===== config.mk =====
export PLATFORM = sky130hd
export DESIGN_NAME = operand_fetch_arbiter
export DESIGN_NICKNAME = d
export VERILOG_FILES = /design/src/rtl/operand_fetch_arbiter.sv
export SDC_FILE = /design/constraint.sdc
export NUM_CORES = 1
export LEC_CHECK = 0
export BUFFER_PORTS_ARGS = -buffer_cell sky130_fd_sc_hd__buf_2
export CORE_ASPECT_RATIO = 0.8
export CORE_MARGIN = 3
export CORE_UTILIZATION = 44
export DETAILED_ROUTE_END_ITERATION = 6
export PLACE_DENSITY = 0.85
export SLEW_MARGIN = 15
export SYNTH_ARGS = -nofsm -noshare
export SYNTH_HDL_FRONTEND = slang
export SYNTH_SLANG_ARGS = --single-unit

===== constraint.sdc =====
create_clock -name clk -period 3.2 [get_ports clk]
set_clock_uncertainty 0.15 [all_clocks]
set_input_delay 0 -clock clk [delete_from_list [all_inputs] [get_ports clk]]
set_output_delay 0 -clock clk [all_outputs]
set_load 0.02 [all_outputs]

===== src/rtl/operand_fetch_arbiter.sv =====
// operand_fetch_arbiter: sequences source-operand fetches from the control unit
// (requester 0) and the debug monitor (requester 1) onto a shared register-file
// read port and the combinational constant table. Only one fetch is in flight.
// Optional feature macro: OPERAND_FETCH_DBG_EN. When it is undefined, requester 1
// is ignored and requester 0 is granted whenever it is valid in IDLE.
// Ports:
//   clk, rst_n                         clock, async active-low reset
//   req{0,1}_valid/ready/rc/sel        request channels (rc: 0 reg, 1 const)
//   rf_rd_en, rf_addr, rf_data         register-file read port (1-cycle latency)
//   ct_addr, ct_data                   constant-table lookup (combinational)
//   rsp_valid/ready/data/id            response channel
module operand_fetch_arbiter #(
  parameter int unsigned WORD_SIZE = 16
) (
  input  logic                 clk,
  input  logic                 rst_n,
  input  logic                 req0_valid,
  output logic                 req0_ready,
  input  logic                 req0_rc,
  input  logic [2:0]           req0_sel,
  input  logic                 req1_valid,
  output logic                 req1_ready,
  input  logic                 req1_rc,
  input  logic [2:0]           req1_sel,
  output logic                 rf_rd_en,
  output logic [2:0]           rf_addr,
  input  logic [WORD_SIZE-1:0] rf_data,
  output logic [2:0]           ct_addr,
  input  logic [WORD_SIZE-1:0] ct_data,
  output logic                 rsp_valid,
  input  logic                 rsp_ready,
  output logic [WORD_SIZE-1:0] rsp_data,
  output logic                 rsp_id
);

  typedef enum logic [1:0] {
    IDLE    = 2'd0,
    RF_WAIT = 2'd1,
    RESP    = 2'd2
  } state_t;

  state_t     state;
  state_t     state_next;
  logic       gnt0;
  logic       gnt1;
  logic       gnt_any;
  logic       gnt_rc;
  logic [2:0] gnt_sel;

`ifdef OPERAND_FETCH_DBG_EN
  // Requester granted most recently; resets to 1 so req0 wins first contention.
  logic last_grant;

  always_ff @(posedge clk or negedge rst_n) begin
    if (!rst_n) begin
      last_grant <= 1'b1;
    end else if (gnt_any) begin
      last_grant <= gnt1;
    end
  end
`else
  logic unused_req1;
  assign unused_req1 = ^{req1_valid, req1_rc, req1_sel};
`endif

  // Grant decode: only in IDLE, and never while reset is asserted.
  always_comb begin
    gnt0 = 1'b0;
    gnt1 = 1'b0;
    if (state == IDLE && rst_n) begin
`ifdef OPERAND_FETCH_DBG_EN
      gnt0 = req0_valid && (!req1_valid || last_grant);
      gnt1 = req1_valid && (!req0_valid || !last_grant);
`else
      gnt0 = req0_valid;
`endif
    end
  end

  assign gnt_any = gnt0 | gnt1;

  // State register.
  always_ff @(posedge clk or negedge rst_n) begin
    if (!rst_n) begin
      state <= IDLE;
    end else begin
      state <= state_next;
    end
  end

  // Next-state logic.
  always_comb begin
    state_next = state;
    case (state)
      IDLE: begin
        if (gnt_any) begin
          state_next = gnt_rc ? RESP : RF_WAIT;
        end
      end
      RF_WAIT: state_next = RESP;
      RESP: begin
        if (rsp_ready) begin
          state_next = IDLE;
        end
      end
      default: state_next = IDLE;
    endcase
  end

  // Output logic: handshake, lookup addresses and response valid.
  always_comb begin
    req0_ready = gnt0;
    req1_ready = gnt1;
`ifdef OPERAND_FETCH_DBG_EN
    gnt_rc  = gnt1 ? req1_rc  : req0_rc;
    gnt_sel = gnt1 ? req1_sel : req0_sel;
`else
    gnt_rc  = req0_rc;
    gnt_sel = req0_sel;
`endif
    rf_rd_en  = 1'b0;
    rf_addr   = 3'd0;
    ct_addr   = 3'd0;
    rsp_valid = (state == RESP);
    if (gnt_any) begin
      if (gnt_rc) begin
        ct_addr = gnt_sel;
      end else begin
        rf_rd_en = 1'b1;
        rf_addr  = gnt_sel;
      end
    end
  end

  // Response payload: constants captured at grant, register data one cycle later.
  always_ff @(posedge clk or negedge rst_n) begin
    if (!rst_n) begin
      rsp_data <= '0;
      rsp_id   <= 1'b0;
    end else if (gnt_any) begin
      rsp_id <= gnt1;
      if (gnt_rc) begin
        rsp_data <= ct_data;
      end
    end else if (state == RF_WAIT) begin
      rsp_data <= rf_data;
    end
  end

endmodule


; After elaboration in Yosys (flattened, before gate mapping)
; Cells that the tools add are included.
[totals]
register_bits = 18
latch_bits = 0
ramBits = 0
mem_bits_ro = 0
in_bits = 45
out_inout_bits = 27
mem_count = 0
[op_classes]
add_sub_neg = 0
mul = 0
n_div = 0
order_cmp = 0
eq_ne = 5
shifts = 0
n_mux = 14
bitwise = 0
n_reduce_logical = 5
[ops]
columns = cell, n
row1 = $mux W16, 3
row2 = $mux W3, 4
row3 = $mux W2, 3
row4 = $pmux W2 S3, 1
row5 = $ne A2 B1 Y1 const B, 2
row6 = $reduce_and A2 Y1, 2
row7 = $mux W1, 3
row8 = $eq A2 B1 Y1 const B, 1
row9 = $eq A2 B2 Y1 const B, 1
row10 = $logic_not A2 Y1, 1
row11 = $ne A2 B2 Y1 const B, 1
row12 = $reduce_bool A2 Y1, 1
row13 = $logic_and A1 B1 Y1, 1

; Logic depth before layout (Yosys ltp)
; Gate-level depths: netlist (run 1).
[depth]
ltp_word = 5
ltp_mapped = 4
depth_no_buf = 3

; Worst setup path after synthesis (run 1)
; OpenSTA, ideal clock, no wires.
[synth_timing]
path_kind = reg2reg
startpoint = register state[0]
endpoint = register rsp_data[6]
setup_ns = 0.125
t_arrival_ns = 1.442
setup_slack_ns = 1.483
stages_incl_launch_ff = 5
n_path_buf = 1
cell_sequence = dfrtp_1 and4bb_4 buf_6 mux2_4 mux2_2
[synth_via]
elab_chain_len = 5
[synth_rtl]
columns = item, line_no
row1 = "start, declared", 42  ; state_t state;
row2 = "start signal, assigned", 87  ; state <= state_next;
row3 = $logic_not A2 Y1 *, 70  ; if (state == IDLE && rst_n) begin
row4 = $logic_and A1 B1 Y1 *, 70
row5 = $mux W1 *, 70
row6 = net req0_ready, 18  ; output logic req0_ready,
row7 = $ne A2 B1 Y1 (no line) or $reduce_bool A2 Y1 (tied branches), -
row8 = $reduce_and A2 Y1 (no line), -
row9 = "end signal, assigned", 143  ; rsp_data <= ct_data;
row10 = "end signal, assigned", 146  ; rsp_data <= rf_data;
row11 = "end, declared", 32  ; output logic [WORD_SIZE-1:0] rsp_data,
; The timed path passes the listed nets; every way through them passes the cells marked *.
; A chain may end at the register's enable or synchronous reset.

; Worst setup path after layout (run 1)
[layout_timing]
startpoint = input port rst_n
endpoint = register rsp_data[10]
[layout_via]
elab_chain_len = 4
[layout_rtl]
columns = item, line_no
row1 = "start, declared", 16  ; input logic rst_n,
row2 = $logic_and A1 B1 Y1 *, 70
row3 = $mux W1 *, 70
row4 = $ne A2 B1 Y1 (no line) or $reduce_bool A2 Y1 (tied branches), -
row5 = $reduce_and A2 Y1 (no line), -
; Mark *: on every way between the ends. The rest lies on a longest branch, timed or not.

==> out/summary.txt, run 1 <==
========================================================================================
Outcome ................................................................... finished clean
Post-DR wirelength/cell ................................................... 15.3 microns
Clock latency at the later pin of the worst-skew pair .....................      0.28 ns
GPL Wtd Cong ..............................................................        0.651
Max rail drop VDD .........................................................       415 uV
Xor and xnor area share after synthesis ...................................            0
CTS resizes ...............................................................            0
Unique cell type count in the Yosys netlist ...............................           17
CP endpoint kind ..........................................................    flip-flop
Core Area ................................................................. 0.00221 sq mm
# placed instances ........................................................          155
Number of buffers on the longest clock path ...............................            2
Switching power of the nets ...............................................     0.309 mW
Main combinational cell family by area after synthesis .................... multiplexers
Launching element type of the critical path ............................... primary input
Initial core utilization ..................................................        0.473
Sequential cell area ......................................................    450 sq um
Highest clock frequency the design can meet ...............................    0.373 GHz
Hold Slack ................................................................    0.0393 ns
Utilization after layout ..................................................        0.782
Final hold violation count ................................................            0
GR Util met3 ..............................................................       0.0628
Global route total overflow ...............................................            0
Final non-filler cell area ................................................ 0.00173 sq mm
Tightest Pin Transition ...................................................     0.948 ns
All-Layer GR Usage ........................................................        0.211
Biggest area consumer among synthesized cells ............................. sky130_fd_sc_hd__dfrtp_1
Total vias in the final route .............................................          902
Pre-CTS setup slack .......................................................      1.17 ns
Switching share of power ..................................................        0.347
Number of sinks driven by the clock tree ..................................           18
Area growth from synthesis to final layout ................................        65.4%
Layout Cells excl Fill ....................................................          194
Overall power .............................................................     0.889 mW
Power density over cell area ..............................................  514 mW/mm^2
Antenna diodes ............................................................            0
TritonCTS clock tree ......................................................          yes
Post-synthesis instance area .............................................. 0.00105 sq mm
Pin count of the biggest net entering global routing ......................           23
Detailed-routing iteration count for the pre-antenna-repair pass ..........            4
Critical-path maximum fanout ..............................................           22
Cell Area, Placed ......................................................... 0.00135 sq mm
Part of the power in the clock network ....................................        0.155
Number of pins with negative max-slew slack in the final report ...........            0
Count of buffers inserted at the top-level ports ..........................           64
Leak ......................................................................     0.905 nW
Sum of negative setup slack ...............................................         0 ns
Pint ......................................................................     0.580 mW
Number of storage elements in the synthesis netlist .......................           18
Setup ws final ............................................................     0.522 ns
Post-synthesis average cell area ..........................................   15.0 sq um
Compound-Gate Fraction of Synth Area ......................................       0.0131
Register area share after synthesis .......................................        0.430
GR Util met1 ..............................................................        0.214
Critical path class ....................................................... primary input to flip-flop
Library cell used as clock root buffer .................................... sky130_fd_sc_hd__clkbuf_4
Std cell rows .............................................................           15
Met2 track demand over resource in global routing .........................        0.423
Number of DRC markers after the initial detailed-route iteration ..........           18
Global-route wire length before repair ....................................      4.68 mm
Aggregate routed wire length ..............................................      2.96 mm
Normalized max-slew margin ................................................        0.367
Vias in the first global route ............................................         1013
Horiz. Die Dim ............................................................ 60.5 microns
Die area .................................................................. 0.00301 sq mm
Post-synthesis mux area share .............................................        0.416
Net count of the finished layout ..........................................          215
Combinational share of power ..............................................        0.462
Area contributors post-synth .............................................. sky130_fd_sc_hd__dfrtp_1 (43%), sky130_fd_sc_hd__mux2_4 (29%), sky130_fd_sc_hd__mux2_2 (13%)
Total area of multi-input combinational cells .............................    539 sq um
Initial antenna violation count ...........................................            0
Fraction of the mapped netlist area in adder cells ........................            0
DRC .......................................................................            0
Deepest level of the CTS H-tree ...........................................            1
Number of buffers created by CTS ..........................................            3
Proportion of netlist area held by the largest area contributor ...........        0.430
Data arrival time of the critical path ....................................      2.71 ns
Fraction of layout cells with a size suffix above 1 .......................        0.609
Portion of the clock cycle consumed by the worst path in the final layout .        0.837
Total of warnings raised by yosys .........................................            0
Unrepaired setup endpoints after global routing ...........................           no
Required time worst endpoint ..............................................      3.23 ns
Detail Route Antenna Nets .................................................            0
Cells after synthesis .....................................................           70
Fill cells ................................................................          142
Die Ht .................................................................... 49.6 microns
Share of synthesized cell area in and, or, nand and nor gates .............       0.0789
Most heavily used metal layer in global routing ...........................         met2
Final setup vio count .....................................................            0
Crit path time final ......................................................      2.68 ns
Path type of the worst min-delay path ..................................... primary input to async pin
I/O pins ..................................................................           72
Seq pwr share .............................................................        0.383
CTS clock-pin slew for the worst setup and hold paths .....................      0.10 ns
DR vias/cell ..............................................................         4.65
Maximum Capacitance Violations ............................................            0
Setup slack on the worst flop-to-flop path ................................      0.73 ns
========================================================================================
-- sequential cells by signal (all words and copies together), names as in the netlist --
name	cells
state	2
rsp_data	16
-- per-layer routing --
metal | share of wire | wire length, microns
met1 | 0.36 | 1080
met5 | 0 | 0
met3 | 0.065 | 192
met4 | 0.0064 | 19
met2 | 0.56 | 1670
-- Yosys cell counts (all sizes together) --
cell type	count
a21o	1
a31oi	1
and2	3
and2b	2
and3	3
and4bb	1
buf	5
conb	1
dfrtp	18
inv	1
mux2	32
nor2	1
nor2b	1
-- final timing paths --
check | start | to | cells past startpoint
worst min-delay path | rst_n | rsp_data[2]$_DFFE_PN0P_ | 2
min in group clk | req0_sel[1] | rf_addr[1] | 3
max in group asynchronous | rst_n | rsp_data[11]$_DFFE_PN0P_ | 2
worst min register to register | rsp_data[8]$_DFFE_PN0P_ | rsp_data[8]$_DFFE_PN0P_ | 1
worst max-delay path | rst_n | rsp_data[10]$_DFFE_PN0P_ | 6
worst max register to register | state[0]$_DFFE_PN0P_ | rsp_data[10]$_DFFE_PN0P_ | 4
-- what timing repair did --
item / CTS / global route
hold endpoints to repair: 36 / 0
setup buffers: 0 / 0
hold buffers: 35 / 0
-- power by group through the flow --
| stage | combinational (mW) | clock (mW) | sequential (mW) |
|---|---|---|---|
| 5_1_grt | 0.439 | 0.155 | 0.349 |
| 3_5_place_dp | 0.363 | 0 | 0.343 |
| 4_1_cts | 0.407 | 0.146 | 0.338 |
| 6_report | 0.411 | 0.138 | 0.340 |
| 2_1_floorplan | 0.154 | 0 | 0.430 |
| 3_3_place_gp | 0.353 | 0 | 0.336 |
-- layout make-up --
type                            instances  share of cell area
Clock buffer                            4              0.0210
Inverter                                1             0.00217
Multi-Input combinational cell         47               0.311
Sequential cell                        18               0.260
Tap cell                               25              0.0181
Timing Repair Buffer                   99               0.387
-- critical path, cell delays in order --
cell                            delay (ns)
sky130_fd_sc_hd__dlygate4sd3_1        0.53
sky130_fd_sc_hd__buf_2                0.39
sky130_fd_sc_hd__and4bb_4             0.58
sky130_fd_sc_hd__mux2_2               0.39
sky130_fd_sc_hd__dlygate4sd3_1        0.55
sky130_fd_sc_hd__mux2_2               0.26
-- cells by family after synthesis --
group | count (synthesis)
other | 1
buffers and inverters | 6
AO/OA/AOI/OAI | 2
multiplexers | 32
AND/OR/NAND/NOR | 11
flip-flops | 18
-- cells in the final DEF (no fill, tap or decap) --
cell,synthesis,final
sky130_fd_sc_hd__buf_2,0,64
sky130_fd_sc_hd__dfrtp_1,18,18
sky130_fd_sc_hd__mux2_4,20,20
sky130_fd_sc_hd__mux2_2,12,12
sky130_fd_sc_hd__and2_1,3,3
sky130_fd_sc_hd__clkbuf_4,0,3
sky130_fd_sc_hd__a31oi_1,1,1
sky130_fd_sc_hd__nor2_2,1,1
sky130_fd_sc_hd__and3_1,3,3
sky130_fd_sc_hd__conb_1,1,2
sky130_fd_sc_hd__nor2b_1,1,1
sky130_fd_sc_hd__dlygate4sd3_1,0,35
sky130_fd_sc_hd__and4bb_4,1,1
sky130_fd_sc_hd__inv_1,1,1
sky130_fd_sc_hd__clkbuf_8,0,1
sky130_fd_sc_hd__a21o_1,1,1
sky130_fd_sc_hd__and2b_2,1,1
sky130_fd_sc_hd__and2b_1,1,1
No activity file was read; power rests on OpenSTA's default activity.
==> inputs of run 2 (changes only) <==
--- a/config.mk
+++ b/config.mk
@@ -8,9 +8,9 @@
 export BUFFER_PORTS_ARGS = -buffer_cell sky130_fd_sc_hd__buf_2
 export CORE_ASPECT_RATIO = 0.8
 export CORE_MARGIN = 3
-export CORE_UTILIZATION = 44
+export CORE_UTILIZATION = 41
 export DETAILED_ROUTE_END_ITERATION = 6
-export PLACE_DENSITY = 0.85
+export PLACE_DENSITY = 0.8
 export SLEW_MARGIN = 15
 export SYNTH_ARGS = -nofsm -noshare
 export SYNTH_HDL_FRONTEND = slang
==> constraint.sdc (replaced) <==
create_clock -name clk -period 2.8 [get_ports clk]
set_clock_uncertainty 0.15 [all_clocks]
set_input_delay 0 -clock clk [delete_from_list [all_inputs] [get_ports clk]]
set_output_delay 0 -clock clk [all_outputs]
set_load 0.02 [all_outputs]
==> out/summary.txt, run 2 (synthesized netlist as in run 1, its figures left out) <==
========================================================================================
Outcome ................................................................... finished clean
Registers with the highest flip-flop counts ............................... rsp_data (16), state (2)
Net count of the finished layout ..........................................          217   +0.93%
Deepest level of the CTS H-tree ...........................................            1   unchanged
Critical-path maximum fanout ..............................................           22   unchanged
Global route total overflow ...............................................            0   unchanged
Power density over cell area ..............................................  558 mW/mm^2   +8.6%
Sum of negative setup slack ...............................................         0 ns   unchanged
Dominant cell type by count on the critical path .......................... sky130_fd_sc_hd__mux2_2
GPL Wtd Cong ..............................................................        0.660   +1.3%
Unrepaired setup endpoints after global routing ...........................           no
Number of pins with negative max-slew slack in the final report ...........            0   unchanged
Pin count of the biggest net entering global routing ......................           23   unchanged
Initial core utilization ..................................................        0.457   -0.0155
Count of buffers inserted at the top-level ports ..........................           64   unchanged
Total vias in the final route .............................................          934   +3.5%
Clock latency at the later pin of the worst-skew pair .....................      0.28 ns   about the same
Worst reg2reg startpoint .................................................. state[0]$_DFFE_PN0P_
Layout Cells excl Fill ....................................................          204   +5.2%
Vias in the first global route ............................................         1038   +2.5%
Final hold violation count ................................................            0   unchanged
Die Ht .................................................................... 51.2 microns   +3.2%
Fraction of layout cells with a size suffix above 1 .......................        0.606   -0.00359
Std cell rows .............................................................           15   unchanged
Initial antenna violation count ...........................................            0   unchanged
All-Layer GR Usage ........................................................        0.182   -0.0290
Number of buffers on the longest clock path ...............................            2   unchanged
Aggregate routed wire length ..............................................      2.68 mm   -9.4%
Normalized max-slew margin ................................................        0.368   +0.000970
Chain of cells forming the critical path .................................. and4bb_4, mux2_2, dlygate4sd3_1, mux2_2
Area growth from synthesis to final layout ................................        66.8%
Setup slack on the worst flop-to-flop path ................................      0.34 ns   -0.39 ns
Path type of the worst min-delay path ..................................... primary input to async pin
Detail Route Antenna Nets .................................................            0   unchanged
# placed instances ........................................................          165   +6.5%
Detailed-routing iteration count for the pre-antenna-repair pass ..........            4   unchanged
CP top delay family ....................................................... multiplexers
Slowest cell on the critical path ......................................... sky130_fd_sc_hd__and4bb_4
Maximum Capacitance Violations ............................................            0   unchanged
Register bank with the most flops .........................................     rsp_data
Data arrival time of the critical path ....................................      2.49 ns   -0.22 ns
Number of DRC markers after the initial detailed-route iteration ..........            4   -14
Critical path class ....................................................... flip-flop to flip-flop
Horiz. Die Dim ............................................................ 62.5 microns   +3.2%
Max reg flops .............................................................           16   unchanged
Number of sinks driven by the clock tree ..................................           18   unchanged
Core Area ................................................................. 0.00229 sq mm   +3.4%
Library cell used as clock root buffer .................................... sky130_fd_sc_hd__clkbuf_4
CTS clock-pin slew for the worst setup and hold paths .....................      0.09 ns   about the same
Global-route wire length before repair ....................................      4.61 mm   -1.5%
Post-DR wirelength/cell ................................................... 13.1 microns   -14%
Launching element type of the critical path ...............................    flip-flop
DR vias/cell ..............................................................         4.58   -1.5%
Commonest non-fill, non-tap cells in the layout ........................... sky130_fd_sc_hd__buf_2 (64), sky130_fd_sc_hd__dlygate4sd3_1 (36), sky130_fd_sc_hd__mux2_4 (20), sky130_fd_sc_hd__dfrtp_1 (18), sky130_fd_sc_hd__mux2_2 (12)
CP endpoint kind ..........................................................    flip-flop
CTS resizes ...............................................................            0   unchanged
Most common cell after layout, fill and taps aside ........................ sky130_fd_sc_hd__buf_2
Overall power .............................................................     0.974 mW   +9.5%
Tightest Pin Transition ...................................................     0.946 ns   -0.00145 ns
Post-DP HPWL ..............................................................      1.82 mm
Crit path time final ......................................................      2.46 ns
Die area .................................................................. 0.00320 sq mm   +6.5%
Final setup vio count .....................................................            0   unchanged
Leak ......................................................................     0.907 nW   +0.20%
Antenna diodes ............................................................            0   unchanged
Required time worst endpoint ..............................................      2.83 ns   -0.40 ns
Highest clock frequency the design can meet ...............................    0.406 GHz
Maximum single-stage delay on the critical path ...........................      0.62 ns   +0.04 ns
Buffering stage count on the worst path with inverters included ...........            1   -2
Max rail drop VDD .........................................................       461 uV   +11%
TritonCTS clock tree ......................................................          yes
Reg2Reg Depth .............................................................            4   unchanged
Crit Reg-Reg Endpoint ..................................................... rsp_data[10]$_DFFE_PN0P_
Number of buffers created by CTS ..........................................            3   unchanged
Portion of the clock cycle consumed by the worst path in the final layout .        0.879
DRC .......................................................................            0   unchanged
I/O pins ..................................................................           72   unchanged
========================================================================================
-- run 2: changes by cell type in the layout (fill, tap and decap cells not counted) --
cell                            delta
sky130_fd_sc_hd__buf_4             +1
sky130_fd_sc_hd__dlygate4sd3_1     +1
sky130_fd_sc_hd__clkbuf_8          -1
-- run 2: power breakdown --
part	total, mW	internal (mW)	switching [mW]
Clock	0.123	0.0500	0.0729
Combinational	0.464	0.243	0.221
Sequential	0.387	0.343	0.0442
-- run 2: how the worst max path moves through the flow --
stage	from	endpoint	slack (ns)	depth (start not counted)
CTS	state[0]$_DFFE_PN0P_	rsp_data[11]$_DFFE_PN0P_	0.33	4
global placement	state[0]$_DFFE_PN0P_	rsp_data[10]$_DFFE_PN0P_	0.94	3
detailed placement	state[0]$_DFFE_PN0P_	rsp_data[11]$_DFFE_PN0P_	0.89	3
finish	state[0]$_DFFE_PN0P_	rsp_data[10]$_DFFE_PN0P_	0.34	4
global route	state[0]$_DFFE_PN0P_	rsp_data[10]$_DFFE_PN0P_	0.25	4
floorplan	state[0]$_DFFE_PN0P_	rsp_data[6]$_DFFE_PN0P_	1.08	4
-- run 2: timing repair --
item                      in CTS  in global routing
hold endpoints to repair      36                  0
buffers inserted               0                  0
hold buffers                  36                  0
-- run 2: worst min-delay path, stage by stage --
cell and delay, ns:
sky130_fd_sc_hd__dlygate4sd3_1 0.53, sky130_fd_sc_hd__buf_2 0.14, sky130_fd_sc_hd__buf_4 0.21
-- run 2: final cells by class --
class	count	area, sq um
clock buffer	3	22.5
fill	168	543
inverter	1	3.75
multi-input combinational	47	539
sequential	18	450
tap	34	42.5
timing repair buffer	101	688
-- run 2: per-stage QoR --
stage	hold slack, ns	setup WS [ns]	instance area (sq um)	utilization
global route	0.0981	0.247	1750	0.763
CTS	0.0782	0.334	1750	0.763
global placement	-0.294	0.938	1360	0.596
finish	0.0822	0.338	1750	0.763
detailed placement	-0.292	0.889	1360	0.596
floorplan	-0.446	1.08	1050	-
-- run 2: routing by layer --
metal | track usage | part of all wire | vias to the layer above
li1 | - | - | 446
met5 | 0 | 0 | -
met3 | 0.0505 | 0.069 | 0
met4 | 0.0220 | 0 | 0
met2 | 0.368 | 0.53 | 41
met1 | 0.194 | 0.40 | 447
